`src/rtl/motor_rx_pkg.sv`:
```
// motor_rx_pkg
// Shared types and constants for the motor command receiver:
//   - rx_state_t : receiver FSM states
//   - STOP_ALL / M1_STOP / M2_STOP : byte codes for "both stop" and the
//     zero-speed points of motor 1 and motor 2
//   - SPEED_MAX  : largest command magnitude
//   - sat_speed  : clamps a 9-bit signed difference to +/-SPEED_MAX
`timescale 1ns/1ps
package motor_rx_pkg;

    typedef enum logic [1:0] {
        IDLE  = 2'd0,
        START = 2'd1,
        DATA  = 2'd2,
        STOP  = 2'd3
    } rx_state_t;

    localparam logic [7:0]        STOP_ALL  = 8'h00;
    localparam logic [7:0]        M1_STOP   = 8'd64;
    localparam logic [7:0]        M2_STOP   = 8'd192;
    localparam logic signed [6:0] SPEED_MAX = 7'sd63;

    // Motor 2 can produce -64 (byte 0x80); the command range is symmetric,
    // so everything is clamped to +/-63.
    function automatic logic signed [6:0] sat_speed(input logic signed [8:0] diff);
        if (diff > 9'(SPEED_MAX))
            return SPEED_MAX;
        else if (diff < -9'(SPEED_MAX))
            return -SPEED_MAX;
        else
            return diff[6:0];
    endfunction

endpackage

```
`src/rtl/uart_rx_core.sv`:
```
// uart_rx_core
// 8N1 UART receiver: 2-FF input synchroniser, IDLE/START/DATA/STOP FSM and
// baud counter. Bits are sampled at mid-bit, LSB first.
// Ports:
//   CLOCK_50      in   system clock
//   reset         in   asynchronous active-low reset
//   uart_in       in   serial line, idle high, asynchronous
//   byte_data     out  last correctly framed byte
//   byte_valid    out  one-cycle pulse when byte_data updates
//   framing_error out  one-cycle pulse when the stop bit samples low
`timescale 1ns/1ps
module uart_rx_core
    import motor_rx_pkg::*;
#(
    parameter int CLK_HZ = 50_000_000,
    parameter int BAUD   = 9600
) (
    input  logic       CLOCK_50,
    input  logic       reset,
    input  logic       uart_in,
    output logic [7:0] byte_data,
    output logic       byte_valid,
    output logic       framing_error
);

    localparam int CLKS_PER_BIT = CLK_HZ / BAUD;
    localparam int HALF_BIT     = CLKS_PER_BIT / 2;
    localparam int CNT_W        = $clog2(CLKS_PER_BIT + 1);

    rx_state_t        state_reg, state_next;
    logic [1:0]       sync_reg;
    logic             rx_prev_reg;
    logic [CNT_W-1:0] cnt_reg;
    logic [2:0]       bit_idx_reg;
    logic [7:0]       shift_reg;
    logic [7:0]       byte_data_reg;
    logic             byte_valid_reg;
    logic             framing_error_reg;

    logic rx_s;
    logic fall_edge;
    logic half_done;
    logic bit_done;
    logic cnt_clear;
    logic shift_en;
    logic load_byte;
    logic frame_err;

    assign rx_s      = sync_reg[1];
    // Edge (not level) detect, so a line stuck low cannot retrigger.
    assign fall_edge = rx_prev_reg & ~rx_s;
    assign half_done = (cnt_reg == CNT_W'(HALF_BIT - 1));
    assign bit_done  = (cnt_reg == CNT_W'(CLKS_PER_BIT - 1));

    // State register
    always_ff @(posedge CLOCK_50 or negedge reset) begin
        if (!reset)
            state_reg <= IDLE;
        else
            state_reg <= state_next;
    end

    // Next-state logic
    always_comb begin
        state_next = state_reg;
        case (state_reg)
            IDLE:  if (fall_edge) state_next = START;
            START: if (half_done) state_next = rx_s ? IDLE : DATA;
            DATA:  if (bit_done && bit_idx_reg == 3'd7) state_next = STOP;
            STOP:  if (bit_done) state_next = IDLE;
            default: state_next = IDLE;
        endcase
    end

    // Datapath controls
    always_comb begin
        cnt_clear = 1'b0;
        shift_en  = 1'b0;
        load_byte = 1'b0;
        frame_err = 1'b0;
        case (state_reg)
            IDLE:  cnt_clear = 1'b1;
            START: cnt_clear = half_done;
            DATA: begin
                cnt_clear = bit_done;
                shift_en  = bit_done;
            end
            STOP: begin
                cnt_clear = bit_done;
                load_byte = bit_done & rx_s;
                frame_err = bit_done & ~rx_s;
            end
            default: cnt_clear = 1'b1;
        endcase
    end

    always_ff @(posedge CLOCK_50 or negedge reset) begin
        if (!reset) begin
            sync_reg          <= 2'b11;
            rx_prev_reg       <= 1'b1;
            cnt_reg           <= '0;
            bit_idx_reg       <= 3'd0;
            shift_reg         <= 8'h00;
            byte_data_reg     <= 8'h00;
            byte_valid_reg    <= 1'b0;
            framing_error_reg <= 1'b0;
        end else begin
            sync_reg    <= {sync_reg[0], uart_in};
            rx_prev_reg <= rx_s;
            cnt_reg     <= cnt_clear ? '0 : cnt_reg + 1'b1;
            if (state_reg == IDLE)
                bit_idx_reg <= 3'd0;
            else if (shift_en)
                bit_idx_reg <= bit_idx_reg + 3'd1;
            if (shift_en)
                shift_reg <= {rx_s, shift_reg[7:1]};
            if (load_byte)
                byte_data_reg <= shift_reg;
            byte_valid_reg    <= load_byte;
            framing_error_reg <= frame_err;
        end
    end

    assign byte_data     = byte_data_reg;
    assign byte_valid    = byte_valid_reg;
    assign framing_error = framing_error_reg;

endmodule

```
`src/rtl/motor_cmd_rx.sv`:
```
// motor_cmd_rx
// Receives the simplified-serial motor protocol and decodes it into two
// signed 7-bit speed commands.
//   0x00       : both motors stop
//   0x01..0x7F : motor 1 = byte - 64
//   0x80..0xFF : motor 2 = byte - 192 (clamped to -63)
// Optional link watchdog, compiled in with MOTOR_CMD_RX_WATCHDOG_EN: stops
// both motors if no byte arrives for TIMEOUT_CYCLES clocks.
// Ports:
//   CLOCK_50      in   system clock
//   reset         in   asynchronous active-low reset
//   uart_in       in   serial line, idle high
//   byte_data     out  last correctly framed byte
//   byte_valid    out  pulse when byte_data updates
//   framing_error out  pulse on a low stop bit
//   motor1_speed  out  signed motor-1 command
//   motor2_speed  out  signed motor-2 command
//   cmd_update    out  pulse when a speed is rewritten
//   link_timeout  out  high while the watchdog holds the motors stopped
`timescale 1ns/1ps
module motor_cmd_rx
    import motor_rx_pkg::*;
#(
    parameter int CLK_HZ         = 50_000_000,
    parameter int BAUD           = 9600,
    parameter int TIMEOUT_CYCLES = 25_000_000
) (
    input  logic       CLOCK_50,
    input  logic       reset,
    input  logic       uart_in,
    output logic [7:0] byte_data,
    output logic       byte_valid,
    output logic       framing_error,
    output logic [6:0] motor1_speed,
    output logic [6:0] motor2_speed,
    output logic       cmd_update,
    output logic       link_timeout
);

    logic signed [6:0] motor1_speed_reg;
    logic signed [6:0] motor2_speed_reg;
    logic              cmd_update_reg;
    logic signed [8:0] m1_diff;
    logic signed [8:0] m2_diff;
    logic              wd_expire;

    uart_rx_core #(
        .CLK_HZ (CLK_HZ),
        .BAUD   (BAUD)
    ) u_rx (
        .CLOCK_50      (CLOCK_50),
        .reset         (reset),
        .uart_in       (uart_in),
        .byte_data     (byte_data),
        .byte_valid    (byte_valid),
        .framing_error (framing_error)
    );

    assign m1_diff = $signed({1'b0, byte_data}) - $signed({1'b0, M1_STOP});
    assign m2_diff = $signed({1'b0, byte_data}) - $signed({1'b0, M2_STOP});

`ifdef MOTOR_CMD_RX_WATCHDOG_EN
    localparam int WD_W = $clog2(TIMEOUT_CYCLES + 1);

    logic [WD_W-1:0] wd_cnt_reg;
    logic            link_timeout_reg;

    // Fires once; a byte in the same cycle takes priority.
    assign wd_expire = (wd_cnt_reg == WD_W'(TIMEOUT_CYCLES - 1)) &&
                       !link_timeout_reg && !byte_valid;

    always_ff @(posedge CLOCK_50 or negedge reset) begin
        if (!reset) begin
            wd_cnt_reg       <= '0;
            link_timeout_reg <= 1'b0;
        end else if (byte_valid) begin
            wd_cnt_reg       <= '0;
            link_timeout_reg <= 1'b0;
        end else if (wd_expire) begin
            link_timeout_reg <= 1'b1;
        end else if (!link_timeout_reg) begin
            wd_cnt_reg <= wd_cnt_reg + 1'b1;
        end
    end

    assign link_timeout = link_timeout_reg;
`else
    assign wd_expire    = 1'b0;
    assign link_timeout = 1'b0;
`endif

    always_ff @(posedge CLOCK_50 or negedge reset) begin
        if (!reset) begin
            motor1_speed_reg <= '0;
            motor2_speed_reg <= '0;
            cmd_update_reg   <= 1'b0;
        end else begin
            cmd_update_reg <= 1'b0;
            if (byte_valid) begin
                cmd_update_reg <= 1'b1;
                if (byte_data == STOP_ALL) begin
                    motor1_speed_reg <= '0;
                    motor2_speed_reg <= '0;
                end else if (!byte_data[7]) begin
                    motor1_speed_reg <= sat_speed(m1_diff);
                end else begin
                    motor2_speed_reg <= sat_speed(m2_diff);
                end
            end else if (wd_expire) begin
                motor1_speed_reg <= '0;
                motor2_speed_reg <= '0;
                cmd_update_reg   <= 1'b1;
            end
        end
    end

    assign motor1_speed = motor1_speed_reg;
    assign motor2_speed = motor2_speed_reg;
    assign cmd_update   = cmd_update_reg;

endmodule

```
`config.mk`:
```
export PLATFORM = sky130hd
export DESIGN_NAME = motor_cmd_rx
export DESIGN_NICKNAME = d
export VERILOG_FILES = /design/src/rtl/motor_rx_pkg.sv /design/src/rtl/uart_rx_core.sv /design/src/rtl/motor_cmd_rx.sv
export SDC_FILE = /design/constraint.sdc
export NUM_CORES = 1
export LEC_CHECK = 0
export CAP_MARGIN = 0
export CORE_UTILIZATION = 60
export DETAILED_ROUTE_END_ITERATION = 12
export GPL_ROUTABILITY_DRIVEN = 0
export PLACE_DENSITY = 0.83
export REMOVE_ABC_BUFFERS = 1
export SYNTH_ARGS = -nofsm -noshare
export SYNTH_HDL_FRONTEND = slang
export SYNTH_SLANG_ARGS = --single-unit
```
`constraint.sdc`:
```
create_clock -name CLOCK_50 -period 3.4 [get_ports CLOCK_50]
set_input_delay 0.68 -clock CLOCK_50 [delete_from_list [all_inputs] [get_ports CLOCK_50]]
set_output_delay 0.68 -clock CLOCK_50 [all_outputs]
set_load 0.05 [all_outputs]
```
# Yosys cells after proc, flatten, opt, wreduce, memory -nomap -nowiden

Cells that the tools add are included.

Register bits: 54
Input port bits: 3
Output and inout bits: 26
Logic and storage cells: 66

Add/subtract/negate cells: 4
Order comparisons: 4
Equal/unequal tests: 11
Mux-type cells: 22
Bitwise logic cells: 4
Reduce and logical (&&, ||, !) cells: 9

Operators by type and width:

| kind                    | count |
|---|---|
| $mux W7                 | 8 |
| $gt A9 B7 Y1 const B    | 2 |
| $lt A9 B7 Y1 const B    | 2 |
| $add A13 B1 Y13 const B | 1 |
| $eq A13 B12 Y1 const B  | 1 |
| $eq A13 B13 Y1 const B  | 1 |
| $mux W13                | 1 |
| $mux W2                 | 5 |
| $sub A8 B7 Y9 const B   | 1 |
| $sub A8 B8 Y9 const B   | 1 |
| $logic_not A8 Y1        | 1 |
| $ne A2 B1 Y1 const B    | 4 |
| $pmux W2 S4             | 1 |
| $mux W3                 | 2 |
| $eq A2 B2 Y1 const B    | 2 |
| $mux W1                 | 4 |
| $reduce_and A2 Y1       | 2 |
| $reduce_and A4 Y1       | 1 |
| $reduce_bool A2 Y1      | 2 |
| $add A3 B1 Y3 const B   | 1 |
| $and A1 B1 Y1           | 3 |
| $eq A3 B3 Y1 const B    | 1 |
| $pmux W1 S3             | 1 |
| $eq A2 B1 Y1 const B    | 1 |
| other kinds (5)         | 5 |

# Longest topological paths before layout

Word-level depth: 6
Depth in mapped cells: 7
Depth with buffers taken out: 7

# Modules after synthesis

Synthesis repeated with hierarchy kept, for this count alone.

Cells, all modules: 237
Area total of the unflattened synthesis: 2,660.1 um^2

By module, submodules not included:

| module       | instances | cells an instance | area an instance (um^2) | sequential area each (um^2) |
|---|---|---|---|---|
| uart_rx_core | 1         | 146               | 1,744.2                 | 979.7 |
| motor_cmd_rx | 1         | 91                | 915.9                   | 375.4 |

# Worst setup path after synthesis

OpenSTA, ideal clock, no wires.

Path type: reg-to-reg
Start point: register u_rx.byte_data_reg[7], in the netlist u_rx.byte_data[7]
End point: register motor1_speed_reg[1], in the netlist motor1_speed[1]
Setup time: 0.067 ns
Data arrival time: 2.411 ns
Data required time: 3.333 ns
Path slack: 0.922 ns
Cell stages (with the launch flop): 8
Path buffers: 0
Clock period less this slack: 2.478 ns
Cell sequence: dfrtp_1 > inv_1 > ha_1 > nand4_1 > o21ai_0 > mux2_2 > nor3_1 > a221o_1

Word-level cells in the longest chain between the ends: 6
Elaborated cells on any way between the ends: 10
Classes of those cells: add/sub: 1; order compare: 2; eq/ne: 1; mux: 4; reduce/logical: 2

RTL lines:

| element                | line                | source |
|---|---|---|
| start, declared        | uart_rx_core.sv:36  | `logic [7:0] byte_data_reg;` |
| start signal, assigned | uart_rx_core.sv:118 | `byte_data_reg <= shift_reg;` |
| $sub A8 B7 Y9          | motor_cmd_rx.sv:59  | `assign m1_diff = $signed({1'b0, byte_data}) - $signed({1'b0, M1_STOP});` |
| $lt A9 B7 Y1           | motor_rx_pkg.sv:28  | `else if (diff < -9'(SPEED_MAX))` |
| $mux W7                | motor_rx_pkg.sv:28  |  |
| $mux W7                | motor_rx_pkg.sv:26  | `if (diff > 9'(SPEED_MAX))` |
| $mux W7                | motor_cmd_rx.sv:104 | `end else if (!byte_data[7]) begin` |
| $mux W7                | motor_cmd_rx.sv:101 | `if (byte_data == STOP_ALL) begin` |
| end signal, assigned   | motor_cmd_rx.sv:105 | `motor1_speed_reg <= sat_speed(m1_diff);` |
| end, declared          | motor_cmd_rx.sv:40  | `logic signed [6:0] motor1_speed_reg;` |

Parallel ways exist; a longest one is shown, timed or not. The select of a mux whose other input is x is not followed.
A chain may end at the register's enable or synchronous reset.

# Final worst setup path

Start point: register u_rx.byte_data_reg[6], in the netlist u_rx.byte_data[6]
End point: register motor1_speed_reg[5], in the netlist motor1_speed[5]

Same word-level chain as after synthesis.

==> summary.md <==
| Metric | Value |
|---|---|
| Share of cells above drive strength 1 | `15.2%` |
| I/O pins | `29` |
| Register Area | `roughly 0.0014 mm2` |
| Synth unique cells | `48` |
| Worst setup path startpoint | `u_rx.byte_data[6]` |
| Seq/Total Area, Yosys | `53.3%` |
| IO buf count | `27` |
| Nets | `254` |
| H-tree depth | `2` |
| Cts bufs inserted | `5` |
| Post-synthesis cell count | `213` |
| WL/cell | `15.5 um` |
| Max reg flops | `13` |
| Crit share post-route | `a little over two thirds` |
| ANT cells | `0` |
| Final Hold Viols | `0` |
| Fin crit period | `2400 ps` |
| Max VDD drop | `0.352 mV` |
| RSZ-0062 raised after global routing | `false` |
| Leakage power | `1.33 nW` |
| Simple-Gate Fraction of Synth Area | `16.7%` |
| Fill cells | `between 200 and 300` |
| Most common cell after layout, fill and taps aside | `dfrtp_1` |
| Post-synthesis xor/xnor area fraction | `between 4 and 5%` |
| Cts repair resizes | `0` |
| Chip width | `67.1 um` |
| Final Max Slew Viols | `0` |
| Detailed-route wire length | `4560 um` |
| Die H | `67.1 um` |
| Setup bufs post-CTS | `0` |
| Worst r2r src | `u_rx.byte_data[6]` |
| Largest net degree at the start of global routing | `31` |
| EDFF count, synth | `0` |
| CP peak stage delay | `520 ps` |
| FFs w/ async S/R, synth | `100%` |
| Area of the multi-input gates | `0.00114 mm2` |
| Worst min path class | `reg2reg` |
| Via count | `1719` |
| All-Layer GR Usage | `a little under a quarter` |
| Vias in the first global route | `1683` |
| CTS tree | `yes` |
| Least-Margin Pin Slew | `735 ps` |
| Iter 0 DRT Violations | `146` |
| Clk_lat worst skew | `about 300 ps` |
| Reg2Reg Depth | `7` |
| First-pass GRT wire length | `7650 um` |
| Slew margin rel. | `50.5%` |
| Critical Path Sink | `motor1_speed[5]` |
| CP max stage cell | `dfrtp_1` |
| # hold bufs at CTS | `0` |
| Area share of the largest cell type after synthesis | `50.2%` |
| Vias per cell | `5.85` |
| Starting density of the core | `63.1%` |
| Synth Area in Compound Gates | `10.5%` |
| CTS root buffer | `clkbuf_8` |
| Crit-path cells | `inv_1 -> ha_1 -> nand4_1 -> o21ai_0 -> mux2_2 -> nor3_1 -> a221o_1` |
| Cell Area, Synth | `between 0.002 and 0.003 mm2` |
| Pwr/cell area | `~410 mW/mm2` |
| Adder-cell share of the synthesized area | `a little under 4%` |
| CP endpoint kind | `flip-flop` |
| Outcome | `complete, no violations` |
| Max-cap viol count | `0` |
| Cell taking the most area after synthesis | `dfrtp_1` |
| CP Launch Type | `flip-flop` |
| Pwr Total | `0.00122 W` |
| Clock-pin slew on the worst setup and hold paths | `90 ps` |
| Clock Skews | `8.83 ps` |
| Avg Cell Area, Syn | `11.9 um2` |
| Yosys warns | `0` |
| Most frequent cells in the layout | `dfrtp_1 (51), nor2_1 (26), clkdlybuf4s50_1 (26)` |
| Core area | `0.00403 mm2` |
| GR Overflow Total | `0` |
| Reg-to-Reg End | `motor1_speed[5]` |
| Top post-synthesis cells by area | `dfrtp_1 (50%), mux2_4 (4.7%), ha_1 (3.9%)` |
| Drt pass-1 iters | `4` |
| Setup TNS | `0 ps` |
| Setup CP Type | `reg2reg` |
| Max clock buf depth | `2` |
| Mux cell area share after synthesis | `8.66%` |
| Antenna Nets Post-Route | `0` |
| Main combinational cell family by area after synthesis | `simple AND/OR/NAND/NOR gates` |
| Site Rows | `23` |
| WP data required | `3640 ps` |
| CP arrival | `approximately 2600 ps` |
| Number of setup violations in the final report | `0` |
| Main flop type after synthesis | `dfrtp_1` |
| Critical Path Fanout Max | `10` |
| Die Area | `around 0.0045 mm2` |
| F_max | `417 MHz` |
| Sink Count | `54` |
| Area Growth Syn to Fin | `16.4%` |
| Flop2flop setup slack | `between 1000 and 1500 ps` |
| DRC viols | `0` |
| #FFs+latches synth | `54` |
| DP Wirelength | `3220 um` |
| Initial antenna violation count | `0` |
-- kinds of logic after synthesis --
| kind of cell | count (synthesis) |
|---|---|
| simple gates | 75 |
| flops | 54 |
| compound gates | 34 |
| mux | 17 |
| xor+xnor | 14 |
| buf+inv | 10 |
| fa+ha+maj | 8 |
| other cells | 1 |
-- synth_stat cells (6+ instances only) --
cell	number
nand2_1	9
xor2_1	7
nor2b_1	6
dfrtp_1	51
mux2_4	8
nand4_1	6
a22o_1	9
nand3_1	6
xnor2_1	7
mux2_2	8
nor2_1	26
ha_1	8
-- critical path: cells and delay by family (launching register included) --
family | cells | cell delay [ps]
AND/OR/NAND/NOR | 2 | 600
multiplexers | 1 | 370
flip-flops | 1 | 520
buffers and inverters | 1 | 130
adder cells (fa/ha/maj) | 1 | 310
AO/OA/AOI/OAI | 2 | 390
-- layer usage --
| metal | track usage [%] | part of all wire, % | up-vias |
|---|---|---|---|
| met3 | 3.60 | 3.9 | 7 |
| met5 | 0 | 0 | - |
| met4 | 9.31 | 1.7 | 0 |
| met1 | 29.8 | 46 | 837 |
| li1 | - | - | 827 |
| met2 | 39.3 | 49 | 48 |
-- per-stage QoR --
step	utilization [%]	hold WS (ps)	area [um2]	cells	worst slack, ps
after floorplan	-	345	2510	207	922
after global placement	70.7	347	2850	286	1200
after detailed placement	70.7	349	2850	286	1050
after CTS	73.5	362	2960	294	991
after global routing	73.5	363	2960	294	748
final	73.5	360	2960	294	1000
-- layout make-up --
| type | count | area share, % |
|---|---|---|
| clock inverters | 2 | 1.27 |
| flip-flops and latches | 54 | 45.8 |
| clock buffers | 6 | 2.45 |
| multi-input cells | 149 | 38.4 |
| inverters | 4 | 0.507 |
| repair buffers | 29 | 9.47 |
| well taps | 50 | 2.11 |
-- report_power, final --
group | switching, W | internal (W)
sequential | 0.0000428 | 0.000675
clock | 0.000194 | 0.000220
combinational | 0.0000529 | 0.0000387
total | 0.000290 | 0.000933
-- worst min path at each step --
stage | from | cells after the start | to | slack [ps]
6_report | u_rx.sync_reg[0] | 0 | u_rx.sync_reg[1] | 360
5_1_grt | u_rx.sync_reg[0] | 0 | u_rx.sync_reg[1] | 360
3_3_place_gp | u_rx.sync_reg[0] | 0 | u_rx.sync_reg[1] | 350
4_1_cts | u_rx.sync_reg[0] | 0 | u_rx.sync_reg[1] | 360
2_1_floorplan | u_rx.sync_reg[0] | 0 | u_rx.sync_reg[1] | 350
3_5_place_dp | u_rx.sync_reg[0] | 0 | u_rx.sync_reg[1] | 350
Power figures use the tool's default switching activity.
